**src/rtl/elevator_request_latch_if.sv**
```systemverilog
// Button inputs, car position/door state and pending-request outputs of the request latch.
interface elevator_request_latch_if #(
    parameter int floor_numbers = 10
);
    logic [floor_numbers-1:0] raw_buttons;
    logic [floor_numbers-1:0] raw_ups;
    logic [floor_numbers-1:0] raw_downs;
    logic [3:0]               floor;
    logic                     open;
    logic [floor_numbers-1:0] buttons;
    logic [floor_numbers-1:0] ups;
    logic [floor_numbers-1:0] downs;
    logic                     any_request;

    modport master (
        output raw_buttons, raw_ups, raw_downs, floor, open,
        input  buttons, ups, downs, any_request
    );

    modport slave (
        input  raw_buttons, raw_ups, raw_downs, floor, open,
        output buttons, ups, downs, any_request
    );
endinterface

```
**src/rtl/elevator_request_latch.sv**
```systemverilog
// Synchronises, debounces and latches cab/hall button presses as pending requests.
// Latency SYNC_STAGES+DB_DEPTH+1 edges from raw press to output; no backpressure, level-sampled inputs.
module elevator_request_latch #(
    parameter int floor_numbers = 10,
    parameter int SYNC_STAGES   = 2,
    parameter int DB_DEPTH      = 4
) (
    input logic                     clock,
    input logic                     reset,
    elevator_request_latch_if.slave req
);
    localparam int N = floor_numbers;
    localparam int W = 3 * N;

    // Bit layout of every per-bit vector: {downs, ups, buttons}.
    logic [SYNC_STAGES-1:0][W-1:0] sync_q;
    logic [DB_DEPTH-1:0][W-1:0]    hist_q;
    logic [W-1:0]                  db_q;
    logic [W-1:0]                  pend_q;
    logic                          any_q;

    logic [W-1:0] raw_vec;
    logic [W-1:0] all_one;
    logic [W-1:0] all_zero;
    logic [W-1:0] rise;
    logic [W-1:0] legal;
    logic [N-1:0] clr;
    logic [W-1:0] pend_d;

    assign raw_vec = {req.raw_downs, req.raw_ups, req.raw_buttons};

    always_comb begin
        all_one  = '1;
        all_zero = '1;
        for (int k = 0; k < DB_DEPTH; k++) begin
            all_one  &= hist_q[k];
            all_zero &= ~hist_q[k];
        end
    end

    assign rise = all_one & ~db_q;

    // No up call from the top floor, no down call from the ground floor.
    always_comb begin
        legal        = '1;
        legal[2*N-1] = 1'b0;
        legal[2*N]   = 1'b0;
    end

    // Out-of-range floor values match no bit, so they clear nothing.
    always_comb begin
        clr = '0;
        for (int i = 0; i < N; i++) begin
            clr[i] = req.open && (req.floor == 4'(i));
        end
    end

    // Clear after set: a press at the floor being served is absorbed.
    assign pend_d = (pend_q | (rise & legal)) & ~{clr, clr, clr};

    always_ff @(posedge clock) begin
        if (reset) begin
            sync_q <= '0;
            hist_q <= '0;
            db_q   <= '0;
            pend_q <= '0;
            any_q  <= 1'b0;
        end else begin
            sync_q[0] <= raw_vec;
            for (int s = 1; s < SYNC_STAGES; s++) begin
                sync_q[s] <= sync_q[s-1];
            end
            hist_q[0] <= sync_q[SYNC_STAGES-1];
            for (int k = 1; k < DB_DEPTH; k++) begin
                hist_q[k] <= hist_q[k-1];
            end
            db_q   <= (db_q | all_one) & ~all_zero;
            pend_q <= pend_d;
            any_q  <= |pend_d;
        end
    end

    assign req.buttons     = pend_q[N-1:0];
    assign req.ups         = pend_q[2*N-1:N];
    assign req.downs       = pend_q[W-1:2*N];
    assign req.any_request = any_q;
endmodule

```
**src/flat_wrapper.sv**
```systemverilog
// flat-port wrapper written by rule: the top's interface ports become plain ports
module elevator_request_latch_flat 
#(
    parameter int floor_numbers = 10,
    parameter int SYNC_STAGES   = 2,
    parameter int DB_DEPTH      = 4
)
  (clock, reset, req_raw_buttons, req_raw_ups, req_raw_downs, req_floor, req_open, req_buttons, req_ups, req_downs, req_any_request);
  elevator_request_latch_if #(.floor_numbers(floor_numbers)) req_i ();
  input logic clock;
  input logic reset;
  input wire logic [$bits(req_i.raw_buttons)-1:0] req_raw_buttons;
  input wire logic [$bits(req_i.raw_ups)-1:0] req_raw_ups;
  input wire logic [$bits(req_i.raw_downs)-1:0] req_raw_downs;
  input wire logic [$bits(req_i.floor)-1:0] req_floor;
  input wire logic [$bits(req_i.open)-1:0] req_open;
  output wire logic [$bits(req_i.buttons)-1:0] req_buttons;
  output wire logic [$bits(req_i.ups)-1:0] req_ups;
  output wire logic [$bits(req_i.downs)-1:0] req_downs;
  output wire logic [$bits(req_i.any_request)-1:0] req_any_request;
  assign req_i.raw_buttons = req_raw_buttons;
  assign req_i.raw_ups = req_raw_ups;
  assign req_i.raw_downs = req_raw_downs;
  assign req_i.floor = req_floor;
  assign req_i.open = req_open;
  assign req_buttons = req_i.buttons;
  assign req_ups = req_i.ups;
  assign req_downs = req_i.downs;
  assign req_any_request = req_i.any_request;
  elevator_request_latch #(.floor_numbers(floor_numbers), .SYNC_STAGES(SYNC_STAGES), .DB_DEPTH(DB_DEPTH)) u_core (.clock(clock), .reset(reset), .req(req_i));
endmodule
```
**config.mk**
```make
export PLATFORM = sky130hd
export DESIGN_NAME = elevator_request_latch_flat
export DESIGN_NICKNAME = d
export VERILOG_FILES = /design/src/rtl/elevator_request_latch_if.sv /design/src/rtl/elevator_request_latch.sv /design/src/flat_wrapper.sv
export SDC_FILE = /design/constraint.sdc
export NUM_CORES = 1
export LEC_CHECK = 0
export ABC_AREA = 0
export CORE_AREA = 5 5 140 142
export DETAILED_ROUTE_END_ITERATION = 12
export DIE_AREA = 0 0 145 147
export GPL_ROUTABILITY_DRIVEN = 0
export PLACE_DENSITY = 0.65
export SETUP_SLACK_MARGIN = 0.15
export SYNTH_ARGS = -nofsm -noshare
export SYNTH_HDL_FRONTEND = slang
export SYNTH_SLANG_ARGS = --single-unit
```
**constraint.sdc**
```tcl
create_clock -name clock -period 2.35 [get_ports clock]
set_input_delay 0.3525 -clock clock [delete_from_list [all_inputs] [get_ports clock]]
set_output_delay 0.3525 -clock clock [all_outputs]
set_load 0.005 [all_outputs]
```
**Word-level counts from Yosys, hierarchy flattened**

Cells that the tools add are included.

- Reduce and logical (&&, ||, !) cells: 12
- Eq/ne operators: 9
- Bitwise logic cells: 18

Operators with widths:

| operator | number |
|---|---|
| $and 30x30->30 | 9 |
| $not 30->30 | 7 |
| $or 30x30->30 | 2 |
| $reduce_or 30->1 | 1 |
| $eq 4x3->1 const B | 4 |
| $logic_and 1x1->1 | 10 |
| $eq 4x2->1 const B | 2 |
| $eq 4x4->1 const B | 2 |
| $eq 4x1->1 const B | 1 |
| $logic_not 4->1 | 1 |

- Register bits: 241
- Input port bits: 37
- Output and inout port bits: 31
- Word-level logic and storage cells: 48

**Logic depth before layout (Yosys ltp)**

Gate-level depths: netlist of the first run.

- Word-level depth: 7
- Mapped depth: 6
- Mapped depth without buffers: 5

**Worst setup path before layout of the first run**

OpenSTA, ideal clock, no wires.

- Path type: input -> register
- Start: in req_floor[1]
- End: reg u_core.any_q, in the netlist u_core.req.any_request
- Arrival time: 1562 ps
- Slack: 647 ps
- Stages: 5
- Setup time: 141 ps
- Path through: or4b_4 -> a2111oi_4 -> a211oi_2 -> a2111oi_2 -> a41oi_1

- Word-level cells in the longest chain between the ends: 5

Ends and longest elaborated chain:

| what | RTL line | RTL |
|---|---|---|
| start: declaration | flat_wrapper.sv:15 | `input wire logic [$bits(req_i.floor)-1:0] req_floor;` |
| $eq 4x1->1, or another cell as far along | elevator_request_latch.sv:54 | `clr[i] = req.open && (req.floor == 4'(i));` |
| $logic_and 1x1->1 | elevator_request_latch.sv:54 |  |
| $not 30->30 * | elevator_request_latch.sv:59 | `assign pend_d = (pend_q \| (rise & legal)) & ~{clr, clr, clr};` |
| $and 30x30->30 * | elevator_request_latch.sv:59 |  |
| $reduce_or 30->1 * | elevator_request_latch.sv:79 | `any_q <= \|pend_d;` |
| end signal: assignment | elevator_request_latch.sv:79 |  |
| end: declaration | elevator_request_latch.sv:20 | `logic any_q;` |

Mark *: on every way between the ends. The rest lies on a longest branch, timed or not.
A chain may end at the register's enable or synchronous reset.

**Final worst setup path of the first run**

Ends and elaborated chain as after synthesis.

==> results by group, run 1 <==
Die
  – Io pins: 68
  – Initial Util: 38.7%
  – # rows: 50
  – Core ar.: 18300 µm²
  – Die Y: 147 µm
  – Die area: 21300 µm²
  – Die X-Extent: 145 µm

Finish
  – Final Util: 48.5%
  – Fill count: 1630
  – Ant. Diodes: 0
  – Area growth syn-to-layout: 25.2%
  – Layout Nets: 779
  – Share of cells above drive strength 1: 7.78%

Setup path
  – Arrival time worst endpoint: 2190 ps
  – Worst-path maximum fanout: 4
  – Worst Path Class, Setup: in -> reg
  – Reg2reg setup slack: 650 ps
  – WP data required: 2680 ps
  – Reg-to-Reg Start: u_core.hist_q[82]
  – Worst Setup SP: req_floor[1]
  – Crit. End Element: flop
  – Cell count of the worst reg-to-reg path: 5
  – Element type at the critical path start: primary input

Placement
  – Setup slack at placement: 37.6 ps
  – Port Buf Inserts: 65
  – HPWL Detailed: 9.84 mm

Synth
  – Yosys warnings: 0
  – Synth unique cells: 28
  – Simple-Gate Fraction of Synth Area: 21.6%
  – Async S/R FF share, synth: 0%
  – Synth Area in Adders: 0%
  – Mapped Area: 7090 µm²
  – Most common cell in the netlist: dfxtp_1
  – Fraction of the yosys area taken by sequential cells: 64.1%
  – EDFF count, synth: 0
  – Synth cell count leaders: dfxtp_1, nor2b_1, a21oi_1, nor3_1
  – Post-Synth XOR/XNOR Area: 0%
  – Syn Nets: 697
  – Largest family of logic cells by synthesized area: simple AND/OR/NAND/NOR gates
  – Largest cells by area after synthesis: dfxtp_1, nor2b_1, o31ai_1
  – Mux contribution to synthesized area: 0%
  – Compound-gate portion of the synthesized area: 11.4%
  – Cells after synthesis: 660
  – Syn avg cell area: 10.7 µm²
  – Synth area leader: dfxtp_1
  – Synth Register Bits: 227
  – Share of the synthesized area in the top cell type: 64.1%
  – Most used DFF post-synth: dfxtp_1

Detailed routing
  – Avg WL per Cell: 13.7 µm
  – Vias per inst: 4.66
  – First-pass detailed-route iteration total: 4
  – Starting DRT DRC Count: 220
  – Final ANT Viol Nets: 0
  – DR DRC count: 0
  – Via count: 4626
  – Post-Route WL: 13.6 mm

Global routing
  – Global Route Usage Sum: 12.5%
  – Largest net degree at the start of global routing: 78
  – First-pass GRT wire length: 22.7 mm
  – Total global routing overflow: 0
  – Number of global-route vias before repair: 4663
  – Initial antenna violation count: 0

Timing
  – Setup tns final: 0 ps
  – RSZ-0062 raised after global routing: false
  – Hold Vio Cnt, Final: 0
  – Fin crit share: 78.9%
  – Final WS setup: 496 ps
  – Setup Viol. Count Final: 0
  – Worst-Margin Slew: 606 ps
  – Fmax: 539 MHz
  – Worst slew margin: 59.6%
  – Pins Over Slew Limit: 0
  – Crit path time final: 1850 ps
  – Setup Skew: 12.2 ps

Clocking
  – CTS tree: yes
  – Root buffer cell: clkbuf_16
  – H-tree depth: 1
  – Post_cts resized: 0
  – Clk sinks: 227
  – Clock transition at the registers of the reported paths: 60 ps
  – Later-pin clock latency in the skew report: 490 ps
  – CTS buffer count: 23
  – Hold buffers post-CTS: 0
  – Clk buf depth: 3
  – Setup bufs post-CTS: 0

Pwr
  – PD cells: 878 nW/µm²
  – Worst VDD drop: 0.461 mV
  – LEAKAGE: 3.47 nW

Flow run
  – Max-cap violations: 0

Run status
  – Outcome: finished, final reports clean

Worst hold path
  – Hold Path Class: in -> reg
  – Hold Path Stages: 2
  – Worst hold start: reset
[where the power goes]
group	internal (mW)	switching [mW]
combinational	0.115	0.0974
sequential	3.92	0.0285
clock	2.26	1.37
[layout by cell type, fill, tap and decap left out, drive strengths merged]
| cell type | count |
|---|---|
| a2111oi | 2 |
| a211oi | 2 |
| a21oi | 39 |
| a31oi | 27 |
| a32oi | 1 |
| a41oi | 1 |
| and3 | 29 |
| and3b | 1 |
| buf | 19 |
| bufinv | 3 |
| clkbuf | 34 |
| clkdlybuf4s50 | 64 |
| clkinv | 2 |
| clkinvlp | 2 |
| dfxtp | 227 |
| inv | 28 |
| nand2 | 2 |
| nand2b | 2 |
| nand3b | 1 |
| nor2 | 3 |
| nor2b | 170 |
| nor3 | 31 |
| nor3b | 2 |
| nor4 | 4 |
| nor4b | 2 |
| o21ai | 29 |
| o22ai | 2 |
| o31ai | 28 |
| or4b | 1 |
[final cells by class]
type / instances / area [µm²] / area share, %
clock buffers: 34 / 657 / 7.40
flip-flops and latches: 227 / 4540 / 51.2
multi-input cells: 379 / 2340 / 26.4
well taps: 234 / 293 / 3.30
inverters: 28 / 105 / 1.18
repair buffers: 83 / 825 / 9.28
clock inverters: 7 / 115 / 1.30
[flip-flops by register name, summed over array words and instances, names as in the netlist]
| name | cells |
|---|---|
| u_core.req.any_request | 1 |
| u_core.hist_q | 112 |
| u_core.sync_q | 56 |
| u_core.db_q | 28 |
| u_core.pend_q | 30 |
[critical path, stage by stage]
cell and delay (ps):
clkdlybuf4s50_1 530, nand2_1 140, nor3_1 420, a32oi_1 220, a2111oi_2 370, a41oi_1 160
[cells by family (layout without fill, tap and decap cells)]
| logic type | Yosys count | after routing |
|---|---|---|
| buffers and inverters | 54 | 152 |
| AND/OR/NAND/NOR | 248 | 248 |
| flip-flops | 227 | 227 |
| AO/OA/AOI/OAI | 131 | 131 |
[layer usage]
layer | part of all wire [%] | vias to the layer above | global-route usage (%)
met1 | 47 | 2111 | 16.4
li1 | - | 2403 | -
met2 | 47 | 94 | 20.8
met4 | 1.9 | 0 | 4.00
met5 | 0 | - | 0
met3 | 4.4 | 18 | 2.62
[path summary, 6_finish.rpt]
path / endpoint
setup / recovery: u_core.req.any_request
hold / removal: u_core.sync_q[40]
setup reg to reg: u_core.req.any_request
hold reg to reg: u_core.sync_q[53]
[metrics by stage]
stage / instances / power [mW] / instance area, µm² / hold WS (ps)
final: 992 / 7.80 / 8880 / 302
after global routing: 992 / 8.08 / 8880 / 338
after CTS: 992 / 7.89 / 8880 / 319
after detailed placement: 951 / 4.25 / 8110 / 425
after global placement: 951 / 4.24 / 8110 / 418
after floorplan: 660 / 4.14 / 7090 / 414
(Power assumes the default switching activity.)
==> run 2, diff against run 1 <==
Settings changed: PLACE_DENSITY 0.65 to 0.67.
Clock period 2.35 ns to 1.5 ns, I/O delays scaled along.
==> results by group, run 2 (synthesized netlist as in run 1, its figures left out) <==
Setup path
  – CP cell instances: and3_4, a31oi_4, buf_6, a32oi_2, a2111oi_4, a41oi_2
  – CP max-delay cell: dfxtp_1
  – Crit. End Element: flop
  – Cell count of the worst reg-to-reg path: 6
  – Arrival time worst endpoint: 1860 ps
  – Worst Path Class, Setup: reg -> reg
  – Crit-path max cell delay: 310 ps
  – Element type at the critical path start: flop
  – WP data required: 1860 ps
  – Worst-path maximum fanout: 2

Run status
  – Outcome: finished, final reports clean

Die
  – Die area: 21300 µm²
  – Io pins: 68
  – Initial Util: 38.7%
  – Die X-Extent: 145 µm
  – Die Y: 147 µm
  – Core ar.: 18300 µm²
  – # rows: 50

Flow run
  – Max-cap violations: 0

Clocking
  – Clk buf depth: 3
  – Clk sinks: 227
  – Clock transition at the registers of the reported paths: 60 ps
  – Root buffer cell: clkbuf_16
  – Later-pin clock latency in the skew report: 490 ps
  – H-tree depth: 1
  – CTS buffer count: 23
  – CTS tree: yes

Global routing
  – Grt met3 use: 3.02%
  – M1 GR Usage: 17.7%
  – Total global routing overflow: 0
  – Most Used Layer, Global Route: met2
  – Initial antenna violation count: 0
  – First-pass GRT wire length: 22.4 mm
  – GR Util met2: 18.2%
  – Number of global-route vias before repair: 4548
  – Global Route Usage Sum: 12.3%
  – Largest net degree at the start of global routing: 51

Placement
  – HPWL Detailed: 9.63 mm
  – DP Area: 8490 µm²
  – Port Buf Inserts: 65

Finish
  – Area growth syn-to-layout: 34.4%
  – Max reg flops: 112
  – Share of cells above drive strength 1: 21.7%
  – Commonest non-fill, non-tap cell in the layout: dfxtp_1
  – Fill count: 1656
  – Most flops, register: u_core.hist_q
  – Biggest regs: u_core.hist_q (112), u_core.sync_q (56), u_core.pend_q (30)
  – Ant. Diodes: 0
  – Leading cell types in the layout, fill and taps excluded: dfxtp_1, nor2b_1, buf_4
  – Final non-filler cell area: 9540 µm²
  – Layout Nets: 835

Detailed routing
  – Vias per inst: 4.56
  – Via count: 4770
  – Avg WL per Cell: 13.0 µm
  – Post-Route WL: 13.6 mm
  – First-pass detailed-route iteration total: 4
  – Starting DRT DRC Count: 212
  – Final ANT Viol Nets: 0
  – DR DRC count: 0

Timing
  – Setup Viol. Count Final: 0
  – Fmax: 667 MHz
  – Worst-Margin Slew: 367 ps
  – Fin crit share: 99.9%
  – Pins Over Slew Limit: 0
  – Worst slew margin: 75.5%
  – Setup Skew: 10.7 ps
  – Crit path time final: 1500 ps
  – Hold Vio Cnt, Final: 0
  – RSZ-0062 raised after global routing: true

Worst hold path
  – Hold Path Stages: 2
  – Hold Path Class: in -> reg

Pwr
  – PD cells: 1250 nW/µm²
  – Worst VDD drop: 0.730 mV
  – LEAKAGE: 3.90 nW
  – Pwr Total: 11.9 mW
## run 2: changes by cell type in the layout (fill, tap and decap cells not counted), sizes merged, moves of 2 or more
cell           change
buf               +58
bufinv             -2
clkdlybuf4s15      +8
clkdlybuf4s50     -36
clkinvlp           -2
dlygate4sd2       +25
## run 2: area by class of cell
class                      instances  area [µm²]  share of cell area, %
clock inverter                     4        48.8                  0.512
multi-input combinational        379        2590                   27.2
sequential                       227        4590                   48.2
clock buffer                      35         661                   6.93
timing repair buffer             139        1240                   13.0
inverter                          28         105                   1.10
tap                              234         293                   3.07
## run 2: final timing paths
| check | start | endpoint | slack, ps |
|---|---|---|---|
| setup reg to reg | u_core.hist_q[62] | u_core.req.any_request | 0.9 |
| setup / recovery | u_core.hist_q[62] | u_core.req.any_request | 0.9 |
| hold / removal | reset | u_core.sync_q[2] | 90 |
| hold reg to reg | u_core.sync_q[9] | u_core.sync_q[39] | 430 |
## run 2: what timing repair did
action,4_1_cts,5_1_grt
pin swaps,12,12
resized for setup,85,44
setup buffers,5,4
hold buffers,0,0
setup endpoints to repair,32,11
## run 2: stage by stage
step	setup WS, ps	std cells	setup TNS, ps	hold WS (ps)	util [%]
finish	0.851	1046	0	94.1	52.0
global route	-16.4	1046	-16.4	96.8	52.0
CTS	-3.16	1042	-3.16	84.4	50.9
detailed placement	-596	998	-4920	422	46.3
global placement	-589	998	-4450	421	46.3
floorplan	-68.5	660	-68.5	353	-
## run 2: routing by layer
| metal | wire (µm) | vias up |
|---|---|---|
| met5 | 0 | - |
| met4 | 331 | 0 |
| met3 | 589 | 25 |
| met2 | 5740 | 84 |
| met1 | 6910 | 2141 |
| li1 | - | 2520 |
## run 2: report_power, final
group	switching (mW)	internal [mW]	leakage, nW
Combinational	0.164	0.208	1.69
Sequential	0.0423	6.14	1.86
Clock	2.14	3.19	0.348
Total	2.35	9.54	3.90
## run 2: worst max-delay path, delay by kind of cell (launching register included)
kind	cells	cell delay, ps
AOI/OAI and AO/OA	4	740
buffers and inverters	1	130
DFF	1	310
and+or+nand+nor	1	190
==> RTL change, RTL diff (settings of run 2) <==
`DB_DEPTH` is set to 4 in 2 places; all go to 2.
--- a/src/rtl/elevator_request_latch.sv
+++ b/src/rtl/elevator_request_latch.sv
@@ -3,7 +3,7 @@
 module elevator_request_latch #(
     parameter int floor_numbers = 10,
     parameter int SYNC_STAGES   = 2,
-    parameter int DB_DEPTH      = 4
+    parameter int DB_DEPTH      = 2
 ) (
     input logic                     clock,
     input logic                     reset,
--- a/src/flat_wrapper.sv
+++ b/src/flat_wrapper.sv
@@ -3,7 +3,7 @@
 #(
     parameter int floor_numbers = 10,
     parameter int SYNC_STAGES   = 2,
-    parameter int DB_DEPTH      = 4
+    parameter int DB_DEPTH      = 2
 )
   (clock, reset, req_raw_buttons, req_raw_ups, req_raw_downs, req_floor, req_open, req_buttons, req_ups, req_downs, req_any_request);
   elevator_request_latch_if #(.floor_numbers(floor_numbers)) req_i ();
Behaviour: not the same (Yosys sat finds a counterexample within 10 cycles, from zero or initial values and one cycle with reset high).
==> RTL change against run 2 <==
Critical path depth is 1 higher; worst setup slack better by 0.025 ns; power fell by 23%; cell area shrank 26%; count of clock-buffer cells in the layout down 17; register-to-register slack improved by 0.06 ns; non-clock buffer count decreased by 42; area after synthesis decreased by 25%; routed wire length is 21% lower; sequential cell count is 56 lower.
==> RTL change: results (changes against run 2) <==
INFO  metric outcome = completed
INFO  metric grtUsageTotal = 10.5% (-1.8 points)
INFO  metric number_of_placed_cells_counting_well_taps = 819 (-18%)
INFO  metric fillerInstances = 1790 (+8.1%)
INFO  metric cell_at_the_slowest_stage_of_the_critical_path = sky130_fd_sc_hd__clkdlybuf4s50_1
INFO  metric wl_per_cell = 12.6 um (-2.8%)
INFO  metric route.vias.total = 3645 (-24%)
INFO  metric drt_first_iter_violations = 193 (-9.0%)
INFO  metric cts-buffers-inserted = 17 (-26%)
INFO  metric path_max_fanout = 4 (+2)
INFO  metric clock_tree.htree_level_count = 4 (+3)
INFO  metric fin_util = 38.7% (-13 points)
INFO  metric synth_cell_types = 29 (+3.6%)
INFO  metric max_stage_delay = 0.54 ns (+0.23 ns)
INFO  metric place_worst_setup_slack = -0.415 ns (+0.181 ns)
INFO  metric drive_above_1_share = 15.2% (-6.5 points)
INFO  metric critPathArrivalTime = 1.78 ns (-0.08 ns)
INFO  metric global_route_wire_length_before_repair = 17900 um (-20%)
INFO  metric cts_buffer_depth = 2 (-1)
INFO  metric hpwlAfterDp = 7730 um (-20%)
INFO  metric finalWirelength = 10800 um (-21%)
INFO  metric vdd.ir_drop.worst = 0.000892 V (+22%)
INFO  metric clk_latency = 0.42 ns (-0.07 ns)
INFO  metric route.layer.met1.wl = 5180 um (-25%)
INFO  metric grtUsageMet1 = 13.5% (-4.2 points)
INFO  metric synth_nets = 547 (-22%)
INFO  metric synth.top_cells.by_count = sky130_fd_sc_hd__dfxtp_1, sky130_fd_sc_hd__nor2b_1, sky130_fd_sc_hd__a21oi_1
INFO  metric avgSynthCellArea = 10.5 um2 (-2.7%)
INFO  metric cp_top_delay_family = buffers and inverters
INFO  metric placement_cell_area = 0.00645 mm2 (-24%)
INFO  metric ranking_of_synthesized_cells_by_area = sky130_fd_sc_hd__dfxtp_1, sky130_fd_sc_hd__nor2b_1, sky130_fd_sc_hd__a21oi_1
-- RTL change: cell types whose count changed in the layout (fill, tap and decap cells not counted), sizes merged, moves of 8 or more --
| cell | before | now |
|---|---|---|
| dfxtp | 227 | 171 |
| dlygate4sd2 | 25 | 33 |
| nor2b | 170 | 112 |
| nand2 | 2 | 29 |
| and3b | 1 | 11 |
| clkbuf | 35 | 18 |
| o31ai | 28 | 0 |
| nor2 | 3 | 13 |
| and3 | 29 | 0 |
| a31oi | 27 | 17 |
| buf | 77 | 33 |
-- RTL change: kinds of logic after synthesis --
family / count (synthesis) / share of synthesized area, %
AO/OA/AOI/OAI: 89 / 9.29
AND/OR/NAND/NOR: 214 / 23.9
flip-flops: 171 / 64.2
buffers and inverters: 36 / 2.60
-- RTL change: final timing paths --
path,slack (ns),endpoint,depth (start not counted)
worst max-delay path,0.03,u_core.req.any_request,7
worst min-delay path,0.11,u_core.hist_q[41],2
worst max register to register,0.06,u_core.req.any_request,5
worst min register to register,0.43,u_core.hist_q[2],1
-- RTL change: layout make-up --
| class | count | area [um2] | share of cell area (%) |
|---|---|---|---|
| Clock inverter | 14 | 135 | 1.91 |
| Multi-Input combinational cell | 303 | 1840 | 26.0 |
| Tap cell | 234 | 293 | 4.13 |
| Clock buffer | 18 | 439 | 6.19 |
| Inverter | 17 | 63.8 | 0.900 |
| Sequential cell | 171 | 3440 | 48.6 |
| Timing Repair Buffer | 97 | 872 | 12.3 |
-- RTL change: where the power goes --
group | switching (mW) | internal [mW]
registers | 0.0362 | 4.65
clock network | 1.81 | 2.36
logic | 0.151 | 0.183
total | 2.00 | 7.19
-- RTL change: timing repair --
item	CTS	global route
endpoints found under the setup margin	33	4
setup buffers	1	2
pin swaps	1	2
gates resized for setup	54	7
